**src/rtl/buffer_m1_sequencer.sv**
```systemverilog
// Mode-1 broadcast sequencer: streams a strided read run into the PE array
// and writes the results back through a fixed-latency strobe delay line.
module buffer_m1_sequencer #(
  parameter int ADDR_W = 10,
  parameter int LAT    = 5
) (
  input  logic              clk,
  input  logic              rst,
  input  logic              start,
  input  logic [ADDR_W-1:0] rd_base,
  input  logic [ADDR_W-1:0] rd_stride,
  input  logic [ADDR_W-1:0] wr_base,
  input  logic [ADDR_W:0]   len,
  input  logic              stall,
  output logic              m1_r_en,
  output logic [ADDR_W-1:0] m1_r_addr,
  output logic              m1_w_en,
  output logic [ADDR_W-1:0] m1_w_addr,
  output logic              busy,
  output logic              done
);

  typedef enum logic [1:0] {IDLE, RUN, DRAIN, DONE} state_t;

  localparam logic [ADDR_W:0]   CNT_ONE  = 1;
  localparam logic [ADDR_W-1:0] ADDR_ONE = 1;

  state_t            state;
  logic [ADDR_W-1:0] rd_ptr;
  logic [ADDR_W-1:0] stride_q;
  logic [ADDR_W-1:0] wr_ptr;
  logic [ADDR_W:0]   len_q;
  logic [ADDR_W:0]   rd_cnt;
  logic [ADDR_W:0]   wr_cnt;
  logic [LAT-1:0]    dl;
  logic [LAT-1:0]    dl_nxt;
  logic              w_next;
  logic              issue;
  logic [ADDR_W-1:0] iaddr;

  // dl_nxt[LAT-1] is the write strobe that will be visible next cycle,
  // so the write address can be registered alongside it.
  if (LAT == 1) begin : g_lat1
    assign dl_nxt = m1_r_en;
  end else begin : g_latn
    assign dl_nxt = {dl[LAT-2:0], m1_r_en};
  end

  assign w_next  = dl_nxt[LAT-1];
  assign m1_w_en = dl[LAT-1];
  assign busy    = (state != IDLE);
  assign done    = (state == DONE);

  always_comb begin
    issue = 1'b0;
    iaddr = rd_ptr;
    unique case (state)
      IDLE: begin
        issue = start && (len != '0) && !stall;
        iaddr = rd_base;
      end
      RUN:     issue = !stall && (rd_cnt < len_q);
      default: issue = 1'b0;
    endcase
  end

  always_ff @(posedge clk) begin
    if (rst) begin
      state     <= IDLE;
      rd_ptr    <= '0;
      stride_q  <= '0;
      wr_ptr    <= '0;
      len_q     <= '0;
      rd_cnt    <= '0;
      wr_cnt    <= '0;
      dl        <= '0;
      m1_r_en   <= 1'b0;
      m1_r_addr <= '0;
      m1_w_addr <= '0;
    end else begin
      dl      <= dl_nxt;
      m1_r_en <= issue;
      if (issue) m1_r_addr <= iaddr;
      if (w_next) begin
        m1_w_addr <= wr_ptr;
        wr_ptr    <= wr_ptr + ADDR_ONE;
      end
      if (m1_w_en) wr_cnt <= wr_cnt + CNT_ONE;

      unique case (state)
        IDLE: begin
          if (start) begin
            stride_q <= rd_stride;
            len_q    <= len;
            wr_ptr   <= wr_base;
            wr_cnt   <= '0;
            rd_cnt   <= issue ? CNT_ONE : '0;
            rd_ptr   <= issue ? rd_base + rd_stride : rd_base;
            if (len == '0)
              state <= DONE;
            else if (issue && len == CNT_ONE)
              state <= DRAIN;
            else
              state <= RUN;
          end
        end
        RUN: begin
          if (issue) begin
            rd_ptr <= rd_ptr + stride_q;
            rd_cnt <= rd_cnt + CNT_ONE;
            if (rd_cnt + CNT_ONE == len_q) state <= DRAIN;
          end
        end
        DRAIN: begin
          if (m1_w_en && (wr_cnt + CNT_ONE == len_q)) state <= DONE;
        end
        DONE: state <= IDLE;
        default: state <= IDLE;
      endcase
    end
  end

endmodule

```
**config.mk**
```make
export PLATFORM = sky130hd
export DESIGN_NAME = buffer_m1_sequencer
export DESIGN_NICKNAME = d
export VERILOG_FILES = /design/src/rtl/buffer_m1_sequencer.sv
export SDC_FILE = /design/constraint.sdc
export NUM_CORES = 1
export LEC_CHECK = 0
export CORE_AREA = 2 2 111 113
export CTS_CLUSTER_DIAMETER = 120
export DETAILED_ROUTE_END_ITERATION = 6
export DIE_AREA = 0 0 113 115
export GPL_TIMING_DRIVEN = 0
export PLACE_DENSITY = 0.74
export SLEW_MARGIN = 30
export SYNTH_ARGS = -nofsm -noshare
export SYNTH_HDL_FRONTEND = slang
export SYNTH_SLANG_ARGS = --single-unit
```
**constraint.sdc**
```tcl
create_clock -name clk -period 2.35 [get_ports clk]
set_input_delay 0.47 -clock clk [delete_from_list [all_inputs] [get_ports clk]]
set_output_delay 0.47 -clock clk [all_outputs]
set_load 0.02 [all_outputs]
```
==> results.tsv, run 1 <==
stage	metric	value	unit
yosys	Compound-Gate Fraction of Synth Area	19.6	%
yosys	simple-gate share of the synthesized area	21.5	%
status	failing checks	setup timing	
yosys	count of cell types in the netlist	64	
cts	hold-fix buffers at CTS	0	
layout	commonest non-fill, non-tap cell in the layout	nand2_1	
pwr	power per cell area	835	nW/um^2
critical_path	critical path fanouts, max	5	
global_routing	GRT Util Overall	26.6	%
global_routing	vias in the first global route	5561	
floorplan	Starting Density	48.8	%
critical_path	Critical Path RT	2.61	ns
cts	CTS tree	built	
yosys	Ys Warns	0	
floorplan	site row count	40	
cts	CTS Buf Count	9	
layout	Layout Utilization	66.7	%
yosys	Mapped Cells	698	
global_routing	GR Overflow Total	0	
cts	CTS Root Cell	clkbuf_16	
critical_path	CP Class	register to register	
global_routing	initial antenna violation count	0	
timing	Slew @ Worst Pin	0.883	ns
cts	Num Clock Sinks	91	
yosys	sequential share of the synthesized area	31.6	%
min_path	Worst Hold Class	input pin to register	
layout	leading cell types in the layout, fill and taps excluded	nand2_1, dfxtp_1, nor2_1	
timing	Fmax achieved	0.423	GHz
critical_path	CP Capture Type	register	
timing	relative slew slack	41.2	%
floorplan	Die Y	115	um
yosys	ys async rst share	0	%
floorplan	Die ar.	13000	sq um
timing	min cycle time layout	2.36	ns
drt	final wirelength	18100	um
cts	clock buffer depth	2	
drt	DR vias	5781	
drt	Remaining DRCs	0	
status	status	finished with violations	
placed_design	Placer Congestion	0.927	
cts	H-Tree Level Count	3	
yosys	Synth Area in XOR/XNOR	9.27	%
cts	Worst-Skew Late Latency	0.36	ns
yosys	Synth Cell Area	5760	sq um
timing	Max Transition Viols Final	0	
placed_design	Buffers on Ports	68	
yosys	Synth area leaders	dfxtp_1, ha_1, nand2_1	
critical_path	slowest CP cell	a2111o_1	
yosys	syn nets	781	
timing	# setup viols final	5	
timing	unrepaired setup endpoints after global routing	true	
yosys	ys flop type	dfxtp_1	
placed_design	dpl hpwl	12500	um
pwr	Peak VDD IR	0.000500	V
cts	Worst-path clk slew	0.07	ns
floorplan	Core ar.	11800	sq um
pwr	Leak	2.97	nW
timing	fin crit share	101	%
critical_path	Setup crit start kind	register	
placed_design	pre-CTS WS	-0.876	ns
layout	fillcell total	946	
critical_path	crit-path cells	ha_4 -> nor2b_4 -> o21a_1 -> o2111ai_4 -> a2111o_1 -> nand2_4 -> clkbuf_8 -> a21oi_1 -> a211oi_1	
yosys	post-synthesis mux area share	4.86	%
layout	Sequential cell area	1870	sq um
layout	area of the multi-input gates	4220	sq um
flow_run	Max-Cap Viols	0	
drt	drt initial violations	522	
drt	Avg WL per Cell	18.8	um
timing	TNS Setup	-0.0461	ns
yosys	main combinational cell family by area after synthesis	simple AND/OR/NAND/NOR gates	
yosys	Yosys reg bits	91	
layout	layout cells sized above 1	24.0	%
yosys	Synth Area in Adders	8.51	%
layout	ANT cells	0	
critical_path	biggest cell delay along the critical path	0.48	ns
critical_path	Arr. time, crit path	2.62	ns
global_routing	largest net degree at the start of global routing	18	
timing	Final Hold Viols	0	
timing	final setup margin	-0.0127	ns
drt	DR vias/cell	5.98	
yosys	biggest area consumer among synthesized cells	dfxtp_1	
critical_path	CP bufs+invs	1	
drt	drt pass-1 iters	6	
yosys	Mean Syn Cell Area	8.26	sq um
yosys	Yosys top cell area share	31.6	%
timing	Fin Hold WS	0.435	ns
timing	Final Skew	0.00758	ns
layout	# nets final	898	
layout	synth-to-layout area growth	36.8	%
yosys	number of flops mapped to enable cells by yosys	0	
global_routing	first-pass GRT wire length	27500	um
drt	Antenna Nets Post-Route	0	
floorplan	# IOs	69	
critical_path	CP delay by family, top	compound AO/OA/AOI/OAI gates	
floorplan	Die W	113	um
==> final timing paths <==
kind,from,end,slack [ns],cells past startpoint
min reg2reg,dl[0],dl[1],0.44,1
max,rd_cnt[1],rd_ptr[9],-0.01,9
min,rd_stride[0],stride_q[0],0.43,3
max reg2reg,rd_cnt[1],rd_ptr[9],-0.01,9
==> per-stage QoR <==
step	area, sq um	power [mW]	std cells
6_report	7880	6.58	967
5_1_grt	7880	6.88	967
4_1_cts	7400	6.14	950
3_5_place_dp	6640	4.42	913
3_3_place_gp	6640	4.36	913
2_1_floorplan	5780	3.64	698
==> state kept, by name, summed over array words and instances (netlist names) <==
name,count
dl,5
len_q,11
m1_r_addr,10
m1_r_en,1
m1_w_addr,10
rd_cnt,11
rd_ptr,10
state,2
stride_q,10
wr_cnt,11
wr_ptr,10
==> where the power goes <==
group | switching, mW | total, mW | internal (mW)
Clock | 0.686 | 1.42 | 0.734
Combinational | 1.74 | 3.12 | 1.38
Sequential | 0.237 | 2.04 | 1.80
Total | 2.66 | 6.58 | 3.92
==> worst min-delay path, delay by kind of cell <==
family                 cells  cell delay (ns)
AOI/OAI and AO/OA          1             0.06
buffers and inverters      1             0.14
and+or+nand+nor            1             0.07
==> cell families (layout without fill, tap and decap cells) <==
family / Yosys count / after routing
muxes: 28 / 28
buffers and inverters: 67 / 189
and+or+nand+nor: 258 / 258
adders and majority gates: 38 / 38
DFF: 91 / 91
xor gates and xnor gates: 61 / 61
AOI/OAI and AO/OA: 155 / 155
==> metal layers <==
metal  GRT usage (%)  wire length (um)  vias to the layer above
met5               0                 0                        -
met4            11.8               686                        0
met3            3.74               927                       54
met2            46.7              8960                      207
met1            32.6              7560                     2777
li1                -                 -                     2743
==> synthesized netlist by cell type, types with 3 or more instances <==
cell	n
a211oi_1	31
or3_1	6
nor3_1	18
nor2b_1	10
inv_1	28
o21a_1	4
nand4_1	13
o41ai_1	3
nand3_1	19
nand3_2	3
o21ai_0	16
nor4_1	4
a21o_1	5
buf_2	7
buf_1	4
o2111ai_1	4
xor2_1	32
nor3b_1	4
nand2b_1	4
dfxtp_1	91
mux2i_1	28
ha_1	36
clkbuf_1	24
xnor2_1	29
buf_4	3
or2_2	4
a32o_1	3
a31o_2	5
and2_1	5
a31oi_1	5
and3_1	4
a21oi_1	41
o211ai_1	3
and4_1	3
a211o_1	6
nand2_1	82
nor2_1	70
==> final cells by class <==
type | count | area share, %
Multi-Input combinational cell | 540 | 53.5
Sequential cell | 91 | 23.7
Timing Repair Buffer | 108 | 12.6
Buffer | 37 | 2.87
Clock buffer | 9 | 2.86
Tap cell | 147 | 2.33
Inverter | 28 | 1.33
Clock inverter | 7 | 0.746
==> repair_timing <==
| item | 4_1_cts | 5_1_grt |
|---|---|---|
| resized for setup | 101 | 95 |
| cloned | 1 | 1 |
| pin swaps | 22 | 39 |
| buffers inserted | 21 | 17 |
| endpoints found under the setup margin | 35 | 33 |
No activity file was read; power rests on OpenSTA's default activity.
==> run 2, diff against run 1 <==
- CORE_AREA: 2 2 111 113 -> 2 2 150 152
- DIE_AREA: 0 0 113 115 -> 0 0 152 154
- PLACE_DENSITY: 0.74 -> default
==> results.tsv, run 2 (synthesized netlist as in run 1, its figures left out) <==
stage	metric	value	unit
timing	Final Hold Viols	0	
timing	Max Transition Viols Final	0	
global_routing	first-pass GRT wire length	27700	um
layout	leading cell types in the layout, fill and taps excluded	nand2_1, dfxtp_1, nor2_1	
layout	# nets final	891	
pwr	power per cell area	850	nW/um^2
layout	synth-to-layout area growth	40.6	%
cts	CTS Root Cell	clkbuf_16	
timing	relative slew slack	42.8	%
layout	fillcell total	2165	
critical_path	R2R Setup Slk	-0.08	ns
cts	CTS Buf Count	9	
layout	layout cells sized above 1	23.2	%
min_path	worst hold stages	3	
timing	Slew @ Worst Pin	0.859	ns
timing	Fmax achieved	0.411	GHz
floorplan	Die W	152	um
global_routing	largest net degree at the start of global routing	16	
cts	H-Tree Level Count	3	
timing	final setup margin	-0.0822	ns
layout	Sequential cell area	1870	sq um
drt	drt pass-1 iters	5	
critical_path	Critical Path RT	2.56	ns
cts	Worst-Skew Late Latency	0.36	ns
global_routing	initial antenna violation count	0	
layout	Layout Utilization	37.4	%
status	status	finished with violations	
critical_path	Setup crit start kind	register	
critical_path	slowest CP cell	a2111o_1	
placed_design	dpl hpwl	12700	um
timing	fin crit share	103	%
min_path	Worst Hold Class	input pin to register	
global_routing	GR Overflow Total	0	
status	failing checks	setup timing	
drt	Avg WL per Cell	16.4	um
critical_path	critical path fanouts, max	4	
min_path	hold path startpoint	rd_stride[0]	
timing	unrepaired setup endpoints after global routing	true	
pwr	Final Total Pwr	6.89	mW
placed_design	Buffers on Ports	68	
critical_path	Arr. time, crit path	2.64	ns
critical_path	CP Class	register to register	
pwr	Leak	3.01	nW
floorplan	Die Y	154	um
cts	CTS tree	built	
timing	Final Skew	0.00857	ns
critical_path	CP Capture Type	register	
min_path	worst hold path endpoint	stride_q[0]	
critical_path	Reg2Reg Depth	10	
drt	DR vias	5537	
layout	biggest regs	len_q (11), rd_cnt (11), wr_cnt (11)	
critical_path	biggest cell delay along the critical path	0.53	ns
critical_path	RR Endpoint	rd_ptr[6]	
placed_design	Placer Congestion	0.879	
cts	Worst-path clk slew	0.07	ns
drt	Antenna Nets Post-Route	0	
cts	hold-fix buffers at CTS	0	
floorplan	site row count	54	
global_routing	vias in the first global route	5294	
critical_path	r2r startpoint	len_q[1]	
timing	# setup viols final	23	
timing	min cycle time layout	2.43	ns
layout	ANT cells	0	
cts	clock buffer depth	2	
floorplan	Core ar.	21700	sq um
flow_run	Max-Cap Viols	0	
floorplan	Starting Density	26.6	%
layout	commonest non-fill, non-tap cell in the layout	nand2_1	
critical_path	crit-path cells	inv_4 -> ha_4 -> nor2b_4 -> o21a_1 -> o2111ai_4 -> a2111o_1 -> buf_4 -> a21oi_1 -> a31o_4 -> a211oi_2	
floorplan	# IOs	69	
floorplan	Die ar.	23400	sq um
drt	drt initial violations	288	
drt	Remaining DRCs	0	
pwr	Peak VDD IR	0.000363	V
layout	area of the multi-input gates	4240	sq um
drt	final wirelength	18000	um
global_routing	GRT Util Overall	14.7	%
drt	DR vias/cell	5.07	
cts	Num Clock Sinks	91	
-- run 2: changes by cell type in the layout (fill, tap and decap cells not counted), sizes merged --
cell,delta
dlygate4sd2,+2
buf,-7
inv,-2
clkinv,-1
clkbuf,+3
clkdlybuf4s50,-2
-- run 2: timing repair --
item                                    in CTS  in global routing
endpoints found under the setup margin      35                 33
pin swaps                                   24                 38
gates resized for setup                    108                104
gates cloned                                 2                  2
buffers inserted                            16                 13
-- run 2: worst max-delay path, delay by kind of cell (launching register included) --
kind                     cells  cell delay, ns
buffers and inverters        2            0.21
flip-flops                   1            0.39
adder cells (fa/ha/maj)      1            0.24
AND/OR/NAND/NOR              1            0.11
AO/OA/AOI/OAI                6            1.33
-- run 2: final cells by class --
cell class              instances  share of cell area (%)
well taps                     280                    4.32
clock inverters                 4                   0.386
repair buffers                101                    12.4
multi-input cells             540                    52.4
clock buffers                  12                    3.17
inverters                      28                    1.37
flip-flops and latches         91                    23.1
plain buffers                  37                    2.86
-- run 2: where the power goes --
part / internal (mW) / leakage (nW) / switching, mW
clock: 0.784 / 0.144 / 0.667
combinational: 1.58 / 2.11 / 1.80
sequential: 1.81 / 0.755 / 0.250
total: 4.17 / 3.01 / 2.72
-- run 2: worst max path at each step --
stage / start / to / slack [ns] / cells past startpoint
3_3_place_gp: start / m1_r_addr[5] / -0.85 / 8
3_5_place_dp: start / m1_r_addr[7] / -0.84 / 8
6_report: len_q[1] / rd_ptr[6] / -0.08 / 10
2_1_floorplan: rd_base[0] / rd_ptr[8] / -0.03 / 9
5_1_grt: len_q[1] / m1_r_addr[4] / -0.15 / 12
4_1_cts: wr_cnt[1] / state[0] / -0.10 / 9
-- run 2: routing by layer --
| metal | vias to the layer above | wire length, um | track usage [%] |
|---|---|---|---|
| met5 | - | 0 | 0 |
| met1 | 2620 | 7850 | 18.4 |
| met4 | 0 | 614 | 6.19 |
| li1 | 2738 | - | - |
| met2 | 143 | 8790 | 25.5 |
| met3 | 36 | 719 | 2.06 |
-- run 2: metrics by stage --
step           setup slack, ns  instances  setup TNS (ns)  hold WS (ns)  instance area (sq um)
3_3_place_gp            -0.854       1046          -20.71         0.415                   6810
6_report               -0.0822       1093          -0.744         0.433                   8100
2_1_floorplan          -0.0277        698         -0.0277         0.414                   5780
4_1_cts                 -0.101       1079          -0.187         0.407                   7550
5_1_grt                 -0.148       1093           -2.97         0.436                   8100
3_5_place_dp            -0.842       1046          -21.13         0.420                   6810
